File: src/rtl/rc4_pkg.sv
// rc4_pkg: shared definitions for the RC4 PRGA / message decryptor.
//   - rc4_state_e : FSM state encoding (one state per memory access step)
//   - CHAR_LO, CHAR_HI, CHAR_SPACE : bounds of the accepted plaintext set
//   - MSG_LEN_DEFAULT : default encrypted-message length in bytes
package rc4_pkg;

  localparam int MSG_LEN_DEFAULT = 32;

  localparam logic [7:0] CHAR_LO    = 8'h61;
  localparam logic [7:0] CHAR_HI    = 8'h7A;
  localparam logic [7:0] CHAR_SPACE = 8'h20;

  typedef enum logic [3:0] {
    ST_IDLE    = 4'd0,
    ST_READ_I  = 4'd1,
    ST_WAIT_I  = 4'd2,
    ST_LATCH_I = 4'd3,
    ST_WAIT_J  = 4'd4,
    ST_LATCH_J = 4'd5,
    ST_WRITE_J = 4'd6,
    ST_WRITE_I = 4'd7,
    ST_READ_F  = 4'd8,
    ST_WAIT_F  = 4'd9,
    ST_LATCH_F = 4'd10,
    ST_WRITE_D = 4'd11,
    ST_NEXT    = 4'd12,
    ST_DONE    = 4'd13
  } rc4_state_e;

endpackage

File: src/rtl/rc4_decryptor_char_check.sv
// rc4_char_check: combinational plaintext filter, also reused by the key
// selection logic.
//   i_char  : candidate plaintext byte
//   o_valid : 1 when i_char is a lowercase letter (a..z) or a space
module rc4_char_check
  import rc4_pkg::*;
(
  input  logic [7:0] i_char,
  output logic       o_valid
);

  assign o_valid = ((i_char >= CHAR_LO) && (i_char <= CHAR_HI)) ||
                   (i_char == CHAR_SPACE);

endmodule

File: src/rtl/rc4_decryptor.sv
// rc4_decryptor: RC4 keystream generator (PRGA) and message decryptor.
// Walks the already-shuffled S array in the shared S RAM, XORs each keystream
// byte with the encrypted ROM and writes the plaintext to the decrypted RAM.
// A plaintext byte outside {a..z, space} raises o_fail and ends the run early.
//   clk, reset_n                : clock, asynchronous active-low reset
//   i_start                     : level request, only looked at in IDLE
//   i_s_q / o_s_address / o_s_data / o_s_wren : S RAM port
//   i_enc_q / o_enc_address     : encrypted message ROM port
//   o_dec_address / o_dec_data / o_dec_wren   : decrypted message RAM port
//   o_finish                    : one-cycle pulse at the end of a run
//   o_fail                      : invalid plaintext seen, held until next start
// All memories have a registered address: data for an address presented in
// cycle n is usable in cycle n+1. Every output is a register, so the comb
// block computes the values the outputs must show in the *next* state.
module rc4_decryptor
  import rc4_pkg::*;
#(
  parameter int MSG_LEN = MSG_LEN_DEFAULT,
  // a one-byte message still needs a one-bit address port
  localparam int AW = (MSG_LEN > 1) ? $clog2(MSG_LEN) : 1
) (
  input  logic          clk,
  input  logic          reset_n,
  input  logic          i_start,
  input  logic [7:0]    i_s_q,
  output logic [7:0]    o_s_address,
  output logic [7:0]    o_s_data,
  output logic          o_s_wren,
  input  logic [7:0]    i_enc_q,
  output logic [AW-1:0] o_enc_address,
  output logic [AW-1:0] o_dec_address,
  output logic [7:0]    o_dec_data,
  output logic          o_dec_wren,
  output logic          o_finish,
  output logic          o_fail
);

  localparam logic [AW-1:0] K_LAST = AW'(MSG_LEN - 1);
  localparam logic [AW-1:0] K_ZERO = AW'(0);
  localparam logic [AW-1:0] K_ONE  = AW'(1);

  rc4_state_e    r_state, w_state;
  logic [7:0]    r_i, w_i;
  logic [7:0]    r_j, w_j;
  logic [AW-1:0] r_k, w_k;
  logic [7:0]    r_si, w_si;
  logic [7:0]    r_sj, w_sj;
  logic [7:0]    r_f, w_f;

  logic [7:0]    r_s_address, w_s_address;
  logic [7:0]    r_s_data, w_s_data;
  logic          r_s_wren, w_s_wren;
  logic [AW-1:0] r_enc_address, w_enc_address;
  logic [AW-1:0] r_dec_address, w_dec_address;
  logic [7:0]    r_dec_data, w_dec_data;
  logic          r_dec_wren, w_dec_wren;
  logic          r_finish, w_finish;
  logic          r_fail, w_fail;

  logic [7:0]    w_plain;
  logic          w_plain_valid;

  // enc ROM address stays at k from READ_F onwards, so enc_q is still valid
  // while f is latched and can be combined on the way into WRITE_D.
  assign w_plain = r_f ^ i_enc_q;

  rc4_char_check u_char_check (
    .i_char  (w_plain),
    .o_valid (w_plain_valid)
  );

  // Next-state and next-output logic; values are what the next state shows.
  always_comb begin
    w_state       = r_state;
    w_i           = r_i;
    w_j           = r_j;
    w_k           = r_k;
    w_si          = r_si;
    w_sj          = r_sj;
    w_f           = r_f;
    w_s_address   = r_s_address;
    w_s_data      = r_s_data;
    w_s_wren      = 1'b0;
    w_enc_address = r_enc_address;
    w_dec_address = r_dec_address;
    w_dec_data    = r_dec_data;
    w_dec_wren    = 1'b0;
    w_finish      = 1'b0;
    w_fail        = r_fail;

    case (r_state)
      ST_IDLE: begin
        if (i_start) begin
          w_state     = ST_READ_I;
          w_i         = 8'd1;
          w_j         = 8'd0;
          w_k         = K_ZERO;
          w_fail      = 1'b0;
          w_s_address = 8'd1;
        end else begin
          w_state = ST_IDLE;
        end
      end
      ST_READ_I: w_state = ST_WAIT_I;
      ST_WAIT_I: begin
        // s[i] is on i_s_q now; LATCH_I already presents the new j
        w_state     = ST_LATCH_I;
        w_si        = i_s_q;
        w_j         = r_j + i_s_q;
        w_s_address = r_j + i_s_q;
      end
      ST_LATCH_I: w_state = ST_WAIT_J;
      ST_WAIT_J: begin
        w_state = ST_LATCH_J;
        w_sj    = i_s_q;
      end
      ST_LATCH_J: begin
        w_state     = ST_WRITE_J;
        w_s_address = r_j;
        w_s_data    = r_si;
        w_s_wren    = 1'b1;
      end
      ST_WRITE_J: begin
        w_state     = ST_WRITE_I;
        w_s_address = r_i;
        w_s_data    = r_sj;
        w_s_wren    = 1'b1;
      end
      ST_WRITE_I: begin
        w_state       = ST_READ_F;
        w_s_address   = r_si + r_sj;
        w_enc_address = r_k;
      end
      ST_READ_F: w_state = ST_WAIT_F;
      ST_WAIT_F: begin
        w_state = ST_LATCH_F;
        w_f     = i_s_q;
      end
      ST_LATCH_F: begin
        // the byte is written even when it fails the character check
        w_state       = ST_WRITE_D;
        w_dec_address = r_k;
        w_dec_data    = w_plain;
        w_dec_wren    = 1'b1;
        if (!w_plain_valid) begin
          w_fail = 1'b1;
        end else begin
          w_fail = r_fail;
        end
      end
      ST_WRITE_D: w_state = ST_NEXT;
      ST_NEXT: begin
        if (r_fail || (r_k == K_LAST)) begin
          w_state  = ST_DONE;
          w_finish = 1'b1;
        end else begin
          w_state     = ST_READ_I;
          w_k         = r_k + K_ONE;
          w_i         = r_i + 8'd1;
          w_s_address = r_i + 8'd1;
        end
      end
      ST_DONE: w_state = ST_IDLE;
      default: w_state = ST_IDLE;
    endcase
  end

  // State, datapath and output registers.
  always_ff @(posedge clk or negedge reset_n) begin
    if (!reset_n) begin
      r_state       <= ST_IDLE;
      r_i           <= 8'd0;
      r_j           <= 8'd0;
      r_k           <= K_ZERO;
      r_si          <= 8'd0;
      r_sj          <= 8'd0;
      r_f           <= 8'd0;
      r_s_address   <= 8'd0;
      r_s_data      <= 8'd0;
      r_s_wren      <= 1'b0;
      r_enc_address <= K_ZERO;
      r_dec_address <= K_ZERO;
      r_dec_data    <= 8'd0;
      r_dec_wren    <= 1'b0;
      r_finish      <= 1'b0;
      r_fail        <= 1'b0;
    end else begin
      r_state       <= w_state;
      r_i           <= w_i;
      r_j           <= w_j;
      r_k           <= w_k;
      r_si          <= w_si;
      r_sj          <= w_sj;
      r_f           <= w_f;
      r_s_address   <= w_s_address;
      r_s_data      <= w_s_data;
      r_s_wren      <= w_s_wren;
      r_enc_address <= w_enc_address;
      r_dec_address <= w_dec_address;
      r_dec_data    <= w_dec_data;
      r_dec_wren    <= w_dec_wren;
      r_finish      <= w_finish;
      r_fail        <= w_fail;
    end
  end

  assign o_s_address   = r_s_address;
  assign o_s_data      = r_s_data;
  assign o_s_wren      = r_s_wren;
  assign o_enc_address = r_enc_address;
  assign o_dec_address = r_dec_address;
  assign o_dec_data    = r_dec_data;
  assign o_dec_wren    = r_dec_wren;
  assign o_finish      = r_finish;
  assign o_fail        = r_fail;

endmodule

File: config.mk
export PLATFORM = sky130hd
export DESIGN_NAME = rc4_decryptor
export DESIGN_NICKNAME = d
export VERILOG_FILES = /design/src/rtl/rc4_pkg.sv /design/src/rtl/rc4_decryptor_char_check.sv /design/src/rtl/rc4_decryptor.sv
export SDC_FILE = /design/constraint.sdc
export NUM_CORES = 1
export LEC_CHECK = 0
export ABC_AREA = 1
export BUFFER_PORTS_ARGS = -buffer_cell sky130_fd_sc_hd__buf_2
export CORE_ASPECT_RATIO = 0.75
export CORE_MARGIN = 3
export CORE_UTILIZATION = 35
export CTS_CLUSTER_DIAMETER = 30
export DETAILED_ROUTE_END_ITERATION = 10
export PLACE_DENSITY = 0.53
export SYNTH_ARGS = -nofsm -noshare
export SYNTH_HDL_FRONTEND = slang
export SYNTH_SLANG_ARGS = --single-unit
File: constraint.sdc
create_clock -name clk -period 1.6 [get_ports clk]
set_input_delay 0.32 -clock clk [delete_from_list [all_inputs] [get_ports clk]]
set_output_delay 0.32 -clock clk [all_outputs]
set_load 0.05 [all_outputs]
# Word-level counts from Yosys, hierarchy flattened
# Cells that the tools add are included.
[op_classes] n_bitwise=1 n_eq_ne=17 n_lt_le_gt_ge=2 addsub=4 n_reduce_logical=14 mux=20
[ops] operator="case mux 4 bit (13 select lines)" count=1
[ops] operator="case mux 8 bit (2 select lines)" count=3
[ops] operator="case mux 8 bit (6 select lines)" count=1
[ops] operator="2-to-1 mux 8 bit" count=3
[ops] operator="== test 4 bit (second input constant)" count=5
[ops] operator="adder 8 bit" count=2
[ops] operator="== test 4 x 3 -> 1 bit (second input constant)" count=4
[ops] operator="2-to-1 mux 5 bit" count=2
[ops] operator="case mux 5 bit (2 select lines)" count=1
[ops] operator="AND reduction 3 bit" count=3
[ops] operator="adder 8 x 1 -> 8 bit (second input constant)" count=1
[ops] operator="== test 4 x 2 -> 1 bit (second input constant)" count=2
[ops] operator="== test 8 x 6 -> 1 bit (second input constant)" count=1
[ops] operator="greater-or-equal comparator 8 x 7 -> 1 bit (second input constant)" count=1
[ops] operator="<= comparator 8 x 7 -> 1 bit (second input constant)" count=1
[ops] operator="nonzero test 2 bit" count=4
[ops] operator="bitwise XOR 8 bit" count=1
[ops] operator="2-to-1 mux 1 bit" count=7
[ops] operator="inequality test 2 bit (second input constant)" count=3
[ops] operator="nonzero test 6 bit" count=1
[ops] operator="adder 5 x 1 -> 5 bit (second input constant)" count=1
[ops] operator="== test 5 bit (second input constant)" count=1
[ops] operator="== test 4 x 1 -> 1 bit (second input constant)" count=1
[ops] operator="logical NOT 4 bit" count=1
[ops] operator="other kinds (6)" count=7
[totals] in_bits=19 output_inout_bits=38 regBits=87 word_cells=74

# Longest topological paths before layout
# Gate-level depths: netlist of the first run.
[logic_depth] depth_word=6 mapped_depth=11

# Cells and area by module
# From an unflattened synthesis of the first run, not the netlist that was laid out.
[hier_totals] cells_unflattened=578 hier_area_um2=4605.7
[by_module_without_submodules] mod="rc4_decryptor" cells_per_inst=563 seq_area_each_um2=2177.1 instances=1 area_per_inst_um2=4534.3
[by_module_without_submodules] mod="rc4_char_check" cells_per_inst=15 seq_area_each_um2=0.0 instances=1 area_per_inst_um2=71.3

# Worst setup path before layout of the first run
# Ideal clock, no wire load.
[synth_timing] path_kind="reg2reg" start="register r_k[0]" end="register r_k[3]" setup_ns=0.123 required_time_ns=1.477 path_slack_ns=-0.005 arrival_ns=1.482 stages_incl_launch_ff=11 cell_sequence="dfrtp_1 -> ha_1 -> nand2_1 -> nor2_1 -> ha_1 -> nor2_1 -> nand2_2 -> nand2_2 -> nand4_1 -> xor2_1 -> nor2_1"
[synth_between] elab_chain_len=4 word_cells_on_any_way=7 cone_classes="add/sub: 1; eq/ne: 2; mux: 2; reduce/logical: 2"
[synth_lines] element="start, declared" line="rc4_decryptor.sv:45" source="logic [AW-1:0] r_k, w_k;"
[synth_lines] element="start signal, assigned" line="rc4_decryptor.sv:191" source="r_k <= w_k;"
[synth_lines] element="parallel branches: the longest is 4 deep, another holds adder 5 x 1 -> 5 bit"
# Several ways; the timed one is not identified. The select of a mux whose other input is x is not followed.
# A chain may end at the register's enable or synchronous reset.

# Worst setup path after layout of the first run
[layout_timing] start="register r_j[0]" end="register r_s_address[6], in the netlist o_s_address[6]"
[layout_between] elab_chain_len=2
[layout_lines] element="start, declared" line="rc4_decryptor.sv:44" source="logic [7:0] r_j, w_j;"
[layout_lines] element="start signal, assigned" line="rc4_decryptor.sv:190" source="r_j <= w_j;"
[layout_lines] element="adder 8 bit" line="rc4_decryptor.sv:110" source="w_s_address = r_j + i_s_q;"
[layout_lines] element="case mux 8 bit (6 select lines)" line="rc4_decryptor.sv:91" source="case (r_state)"
[layout_lines] element="end signal, assigned" line="rc4_decryptor.sv:195" source="r_s_address <= w_s_address;"
[layout_lines] element="end, declared" line="rc4_decryptor.sv:50" source="logic [7:0] r_s_address, w_s_address;"
# No other way between the ends.

==> results.json, run 1 <==
{
  "layout_common_cells": "164 x nand2_1, 83 x dfrtp_1, 69 x inv_1",
  "design.core.area_sq_um": 12600,
  "slew_violations": 0,
  "fin_nets": 754,
  "synth_seq_cells": 87,
  "cts_tree": "done",
  "worstPathCellList": "ha_2 > inv_2 > fa_2 > inv_2 > nand4_1 > nand3_1 > nand2_1 > nand3_2 > nand3_2 > nand2_1 > nand2_1",
  "numClockSinks": 87,
  "holdPathStages": 4,
  "routed_via_density": 4.76,
  "die-area_sq_um": 14600,
  "ys_types": 32,
  "crit_top_cell": "nand2_1",
  "r2r_start": "r_j[0]",
  "syn_inst": 595,
  "r2r-end": "o_s_address[6]",
  "start_kind": "flip-flop",
  "drt-total-wl_mm": 12.6,
  "period_share_pct": 104,
  "period_needed_ns": 1.67,
  "run_status": "finished, violations left",
  "fin_ws_ns": -0.0662,
  "fillers": 1246,
  "placed_area_sq_um": 5490,
  "diodes": 0,
  "rsz0062_at_grt": "yes",
  "worst_clock_skew_ns": 0.0120,
  "clkLatencyLatePin_ns": 0.34,
  "routedWlPerCell_um": 14.3,
  "synth_area_leader_cell": "dfrtp_1",
  "p_per_area_nw_per_um2": 2260,
  "finalHoldViolCount": 0,
  "dp_hpwl_mm": 9.41,
  "cp_max_fo": 2,
  "grt_use_total_pct": 17.6,
  "max-vdd-ir-drop_uv": 1060,
  "netlist_area_sq_um": 4620,
  "antenna_found_initial": 0,
  "worstPathRequired_ns": 1.82,
  "synth_nets": 633,
  "htree_levels": 3,
  "place_congestion": 0.840,
  "worstHoldStart": "i_enc_q[5]",
  "reg2regPathDepth": 11,
  "synthTopCellsByArea": "dfrtp_1 47%, nand2_1 14%, o21ai_0 7.7%, inv_1 5.9%, ha_1 4.6%",
  "antenna_left": 0,
  "slew_headroom_pct": 72.1,
  "critPathArrivalTime_ns": 1.89,
  "post-route-drc-count": 0,
  "grt_pass1_wl_mm": 20.9,
  "maxCapViolCount": 0,
  "die_w_um": 139,
  "criticalPathCategory": "reg -> reg",
  "finalSetupViolCount": 4,
  "finalPower_mw": 14.2,
  "rrSetupSlack_ns": -0.07,
  "cts_buffers": 9,
  "yosys_warnings": 0,
  "critPathMaxStageDelay_ns": 0.39,
  "critPathCaptureType": "flip-flop",
  "fmax_ghz": 0.600,
  "vias": 4219,
  "cts.clk_slew.worst_paths_ns": 0.06,
  "design_area_sq_um": 6260,
  "hold_slack_ns": 0.306,
  "syn_to_final_growth_pct": 35.5,
  "ctsLongestPathBuffers": 2,
  "ctsRootBufferMaster": "clkbuf_16",
  "grt_start_max_net_pins": 35,
  "rows": 35,
  "drive_gt1_share_pct": 30.4,
  "synth_area_per_cell_sq_um": 7.76,
  "violations": "setup timing",
  "portBuffers": 56,
  "hold_end": "o_dec_data[5]",
  "grt-ovfl-total": 0,
  "grt_pass1_vias": 4086,
  "die_y_um": 105,
  "start_util_pct": 36.8,
  "ys_seq_area_share_pct": 47.1,
  "tightestPinTransition_ns": 0.418,
  "first_pass_iters": 5,
  "yosys.area.top_type_share_pct": 47.1,
  "drt_iter0_drc": 209,
  "leakagePower_nw": 3.20,
  "hp-class": "in -> reg",
  "pin_count": 57,
  "layout_commonest_cell": "nand2_1",
  "slowest_stage": "fa_2"
}
kinds of logic (layout without fill, tap and decap cells):
kind of cell,Yosys count,after routing,synth area share (%)
AO/OA/AOI/OAI,107,107,12.2
adder cells (fa/ha/maj),19,19,5.47
flip-flops,87,87,47.1
buffers and inverters,92,217,7.75
AND/OR/NAND/NOR,282,282,25.9
XOR/XNOR,8,8,1.52
how the worst max path moves through the flow:
stage / from / end / slack [ns] / depth (start not counted)
2_1_floorplan: r_si[0] / o_s_address[4] / 0.007 / 9
3_3_place_gp: i_s_q[0] / o_s_address[4] / -0.21 / 12
3_5_place_dp: i_s_q[0] / o_s_address[4] / -0.25 / 12
4_1_cts: r_sj[0] / o_s_address[4] / -0.03 / 9
5_1_grt: r_j[0] / o_s_address[6] / -0.15 / 11
6_report: r_j[0] / o_s_address[6] / -0.07 / 11
cells in the mapped netlist (all sizes together):
library cell,number
nand3,33
o31ai,1
o22ai,5
o21ai,82
inv,82
clkbuf,5
xnor2,3
nand2,179
o211ai,2
or2,3
nand4,7
dfrtp,87
ha,17
a21oi,16
nor3,3
buf,5
fa,2
nor2,55
o21bai,1
nand3b,2
xor2,5
critical path, delay by kind of cell (launching register included):
family / cells / cell delay [ns]
adders and majority gates: 2 / 0.58
buffers and inverters: 2 / 0.11
DFF: 1 / 0.35
and+or+nand+nor: 7 / 0.51
timing repair:
action / 4_1_cts / 5_1_grt
cloned: 0 / 0
gates resized for setup: 25 / 51
pin swaps: 13 / 28
setup endpoints to repair: 12 / 37
endpoints found under the hold margin: 25 / 0
hold buffers: 1 / 0
setup buffers: 1 / 10
stage by stage:
stage	TNS (ns)	setup slack [ns]	util [%]	instances
floorplan	0	0.00708	-	595
global placement	-0.993	-0.213	43.7	859
detailed placement	-1.42	-0.250	43.7	859
CTS	-0.0986	-0.0308	47.5	876
global route	-1.03	-0.146	49.8	886
finish	-0.155	-0.0662	49.8	886
report_power, final:
part | switching (mW) | total, mW | internal [mW] | leakage (nW)
combinational | 4.87 | 7.85 | 2.99 | 1.93
clock | 0.873 | 2.44 | 1.56 | 0.165
sequential | 0.749 | 3.87 | 3.12 | 1.10
area by class of cell:
type	instances	area [sq um]	area share [%]
multi-input cells	416	2390	38.3
flip-flops and latches	87	2180	34.9
repair buffers	120	820	13.1
inverters	82	310	4.96
clock buffers	10	239	3.82
well taps	166	208	3.32
clock inverters	5	106	1.70
registers in the layout, summed over array words and instances, names as in the netlist:
name,count
o_dec_data,8
o_s_address,8
o_s_data,8
r_f,8
r_i,8
r_j,8
r_si,8
r_sj,8
o_dec_address,5
o_enc_address,5
r_k,5
r_state,4
o_dec_wren,1
o_fail,1
o_finish,1
o_s_wren,1
metal layers:
metal	GRT usage (%)	wire length, um	share of wire [%]
met2	26.8	5490	43
met5	0	0	0
met3	3.72	567	4.5
met4	3.00	58	0.46
met1	26.1	6530	52
Power figures use the tool's default switching activity.
==> inputs of run 2 (changes only) <==
MAX_ROUTING_LAYER = met4   (was unset)
TNS_END_PERCENT = 50   (was unset)
==> run 2 against run 1 <==
Net effect: the run still ends with setup timing left; fmax shrank 1.1%; critical path depth is the same; sequential power is essentially flat; non-clock buffer count is the same; register-to-register slack lost 0.02 ns; routed wire length is essentially flat; via count grew 0.78%; count of clock-buffer cells in the layout is the same; combinational power is essentially flat; final cell count is the same; worst hold slack lost 0.0036 ns.
==> results.json, run 2 (same netlist as run 1, synthesis figures left out) <==
{
  "run_status": "finished, violations left",
  "violations": "setup timing",
  "fin_cells": 886,
  "numClockSinks": 87,
  "criticalPathCategory": "reg -> reg",
  "die-area_sq_um": 14600,
  "drt-total-wl_mm": 12.6,
  "layout_commonest_cell": "nand2_1",
  "m1WireLength_mm": 6.44,
  "critPathArrivalTime_ns": 1.91,
  "worstPathCellList": "ha_2 > inv_2 > fa_2 > inv_2 > nand4_1 > nand3_1 > nand2_1 > nand3_2 > nand3_2 > nand2_1 > nand2_1",
  "finalPower_mw": 14.2,
  "rsz0062_at_grt": "yes",
  "crit_top_cell": "nand2_1",
  "tightestPinTransition_ns": 0.416,
  "post-route-drc-count": 0,
  "seq_area_sq_um": 2180,
  "antenna_left": 0,
  "slew_violations": 0,
  "portBuffers": 56,
  "design.core.area_sq_um": 12600,
  "slew_headroom_pct": 72.2,
  "cts.clk_slew.worst_paths_ns": 0.07,
  "htree_levels": 3,
  "routed_via_density": 4.80,
  "grt-ovfl-total": 0,
  "fillers": 1244,
  "worstPathRequired_ns": 1.82,
  "hp-class": "in -> reg",
  "maxCapViolCount": 0,
  "clkLatencyLatePin_ns": 0.34,
  "period_share_pct": 105,
  "drt_iter0_drc": 246,
  "grt_start_max_net_pins": 35,
  "cp_max_fo": 2,
  "antenna_found_initial": 0,
  "layout_common_cells": "164 x nand2_1, 83 x dfrtp_1, 69 x inv_1",
  "die_y_um": 105,
  "first_pass_iters": 5,
  "pin_count": 57,
  "worst_clock_skew_ns": 0.0130,
  "finalSetupViolCount": 4,
  "slowest_stage": "fa_2",
  "cts_buffers": 9,
  "rows": 35,
  "die_w_um": 139,
  "drive_gt1_share_pct": 30.6,
  "ctsRootBufferMaster": "clkbuf_16",
  "critPathCaptureType": "flip-flop",
  "dp_hpwl_mm": 9.41,
  "finalHoldViolCount": 0,
  "dp_cells": 859,
  "period_needed_ns": 1.68,
  "routedWlPerCell_um": 14.3,
  "max-vdd-ir-drop_uv": 1050,
  "grt_pass1_wl_mm": 20.8,
  "vias": 4252,
  "fin_ws_ns": -0.0843,
  "diodes": 0,
  "leakagePower_nw": 3.20,
  "multi_input_area_sq_um": 2400,
  "grt_pass1_vias": 4093,
  "start_util_pct": 36.8,
  "fin_nets": 754,
  "p_per_area_nw_per_um2": 2260,
  "grt_use_total_pct": 18.0,
  "fmax_ghz": 0.594,
  "wl_met2_mm": 5.54,
  "place_congestion": 0.853,
  "start_kind": "flip-flop",
  "syn_to_final_growth_pct": 35.6,
  "ctsLongestPathBuffers": 2,
  "cts_tree": "done",
  "highest_layer": "met4",
  "dr_wl_met3_um": 600,
  "critPathMaxStageDelay_ns": 0.40
}
-- run 2: repair_timing --
action,in CTS,in global routing
buffers inserted,1,10
resized for setup,25,53
hold buffers,1,0
pin swaps,13,28
setup endpoints to repair,12,37
hold endpoints to repair,25,0
-- run 2: final cells by class --
type	instances	area share [%]
Sequential cell	87	34.8
Clock inverter	5	1.70
Clock buffer	10	3.82
Timing Repair Buffer	120	13.1
Inverter	82	4.95
Tap cell	166	3.32
Multi-Input combinational cell	416	38.3
-- run 2: worst paths after layout --
path | end | slack (ns) | from | cells after the start
setup / recovery | o_s_address[6] | -0.08 | r_j[0] | 11
min in group asynchronous | o_s_data[3] | 0.44 | reset_n | 2
hold / removal | r_sj[7] | 0.30 | i_s_q[7] | 3
max in group asynchronous | r_i[1] | 0.63 | reset_n | 3
hold reg to reg | o_dec_data[0] | 0.47 | o_dec_data[0] | 2
setup reg to reg | o_s_address[6] | -0.08 | r_j[0] | 11
-- run 2: where the power goes --
| group | internal [mW] | switching [mW] | total [mW] |
|---|---|---|---|
| Sequential | 3.12 | 0.752 | 3.88 |
| Clock | 1.56 | 0.867 | 2.43 |
| Combinational | 2.99 | 4.87 | 7.86 |
| Total | 7.68 | 6.49 | 14.2 |
-- run 2: stage by stage --
stage	instance area [sq um]	hold slack (ns)	setup slack (ns)	setup TNS, ns	util, %
global placement	5490	0.262	-0.213	-0.993	43.7
CTS	5970	0.298	-0.0308	-0.0986	47.5
finish	6260	0.303	-0.0843	-0.203	49.8
floorplan	4620	0.0244	0.00708	0	-
detailed placement	5490	0.270	-0.250	-1.42	43.7
global route	6260	0.330	-0.146	-0.997	49.8
-- run 2: routing by layer --
layer	track usage (%)	up-vias
met5	-	-
met4	3.00	0
met3	3.72	7
met2	26.8	97
met1	26.1	2000
li1	-	2148
-- run 2: worst max-delay path: cells and delay by family (launching register included) --
kind,cells,cell delay [ns]
fa+ha+maj,2,0.59
simple gates,7,0.52
flops,1,0.35
buf+inv,2,0.11
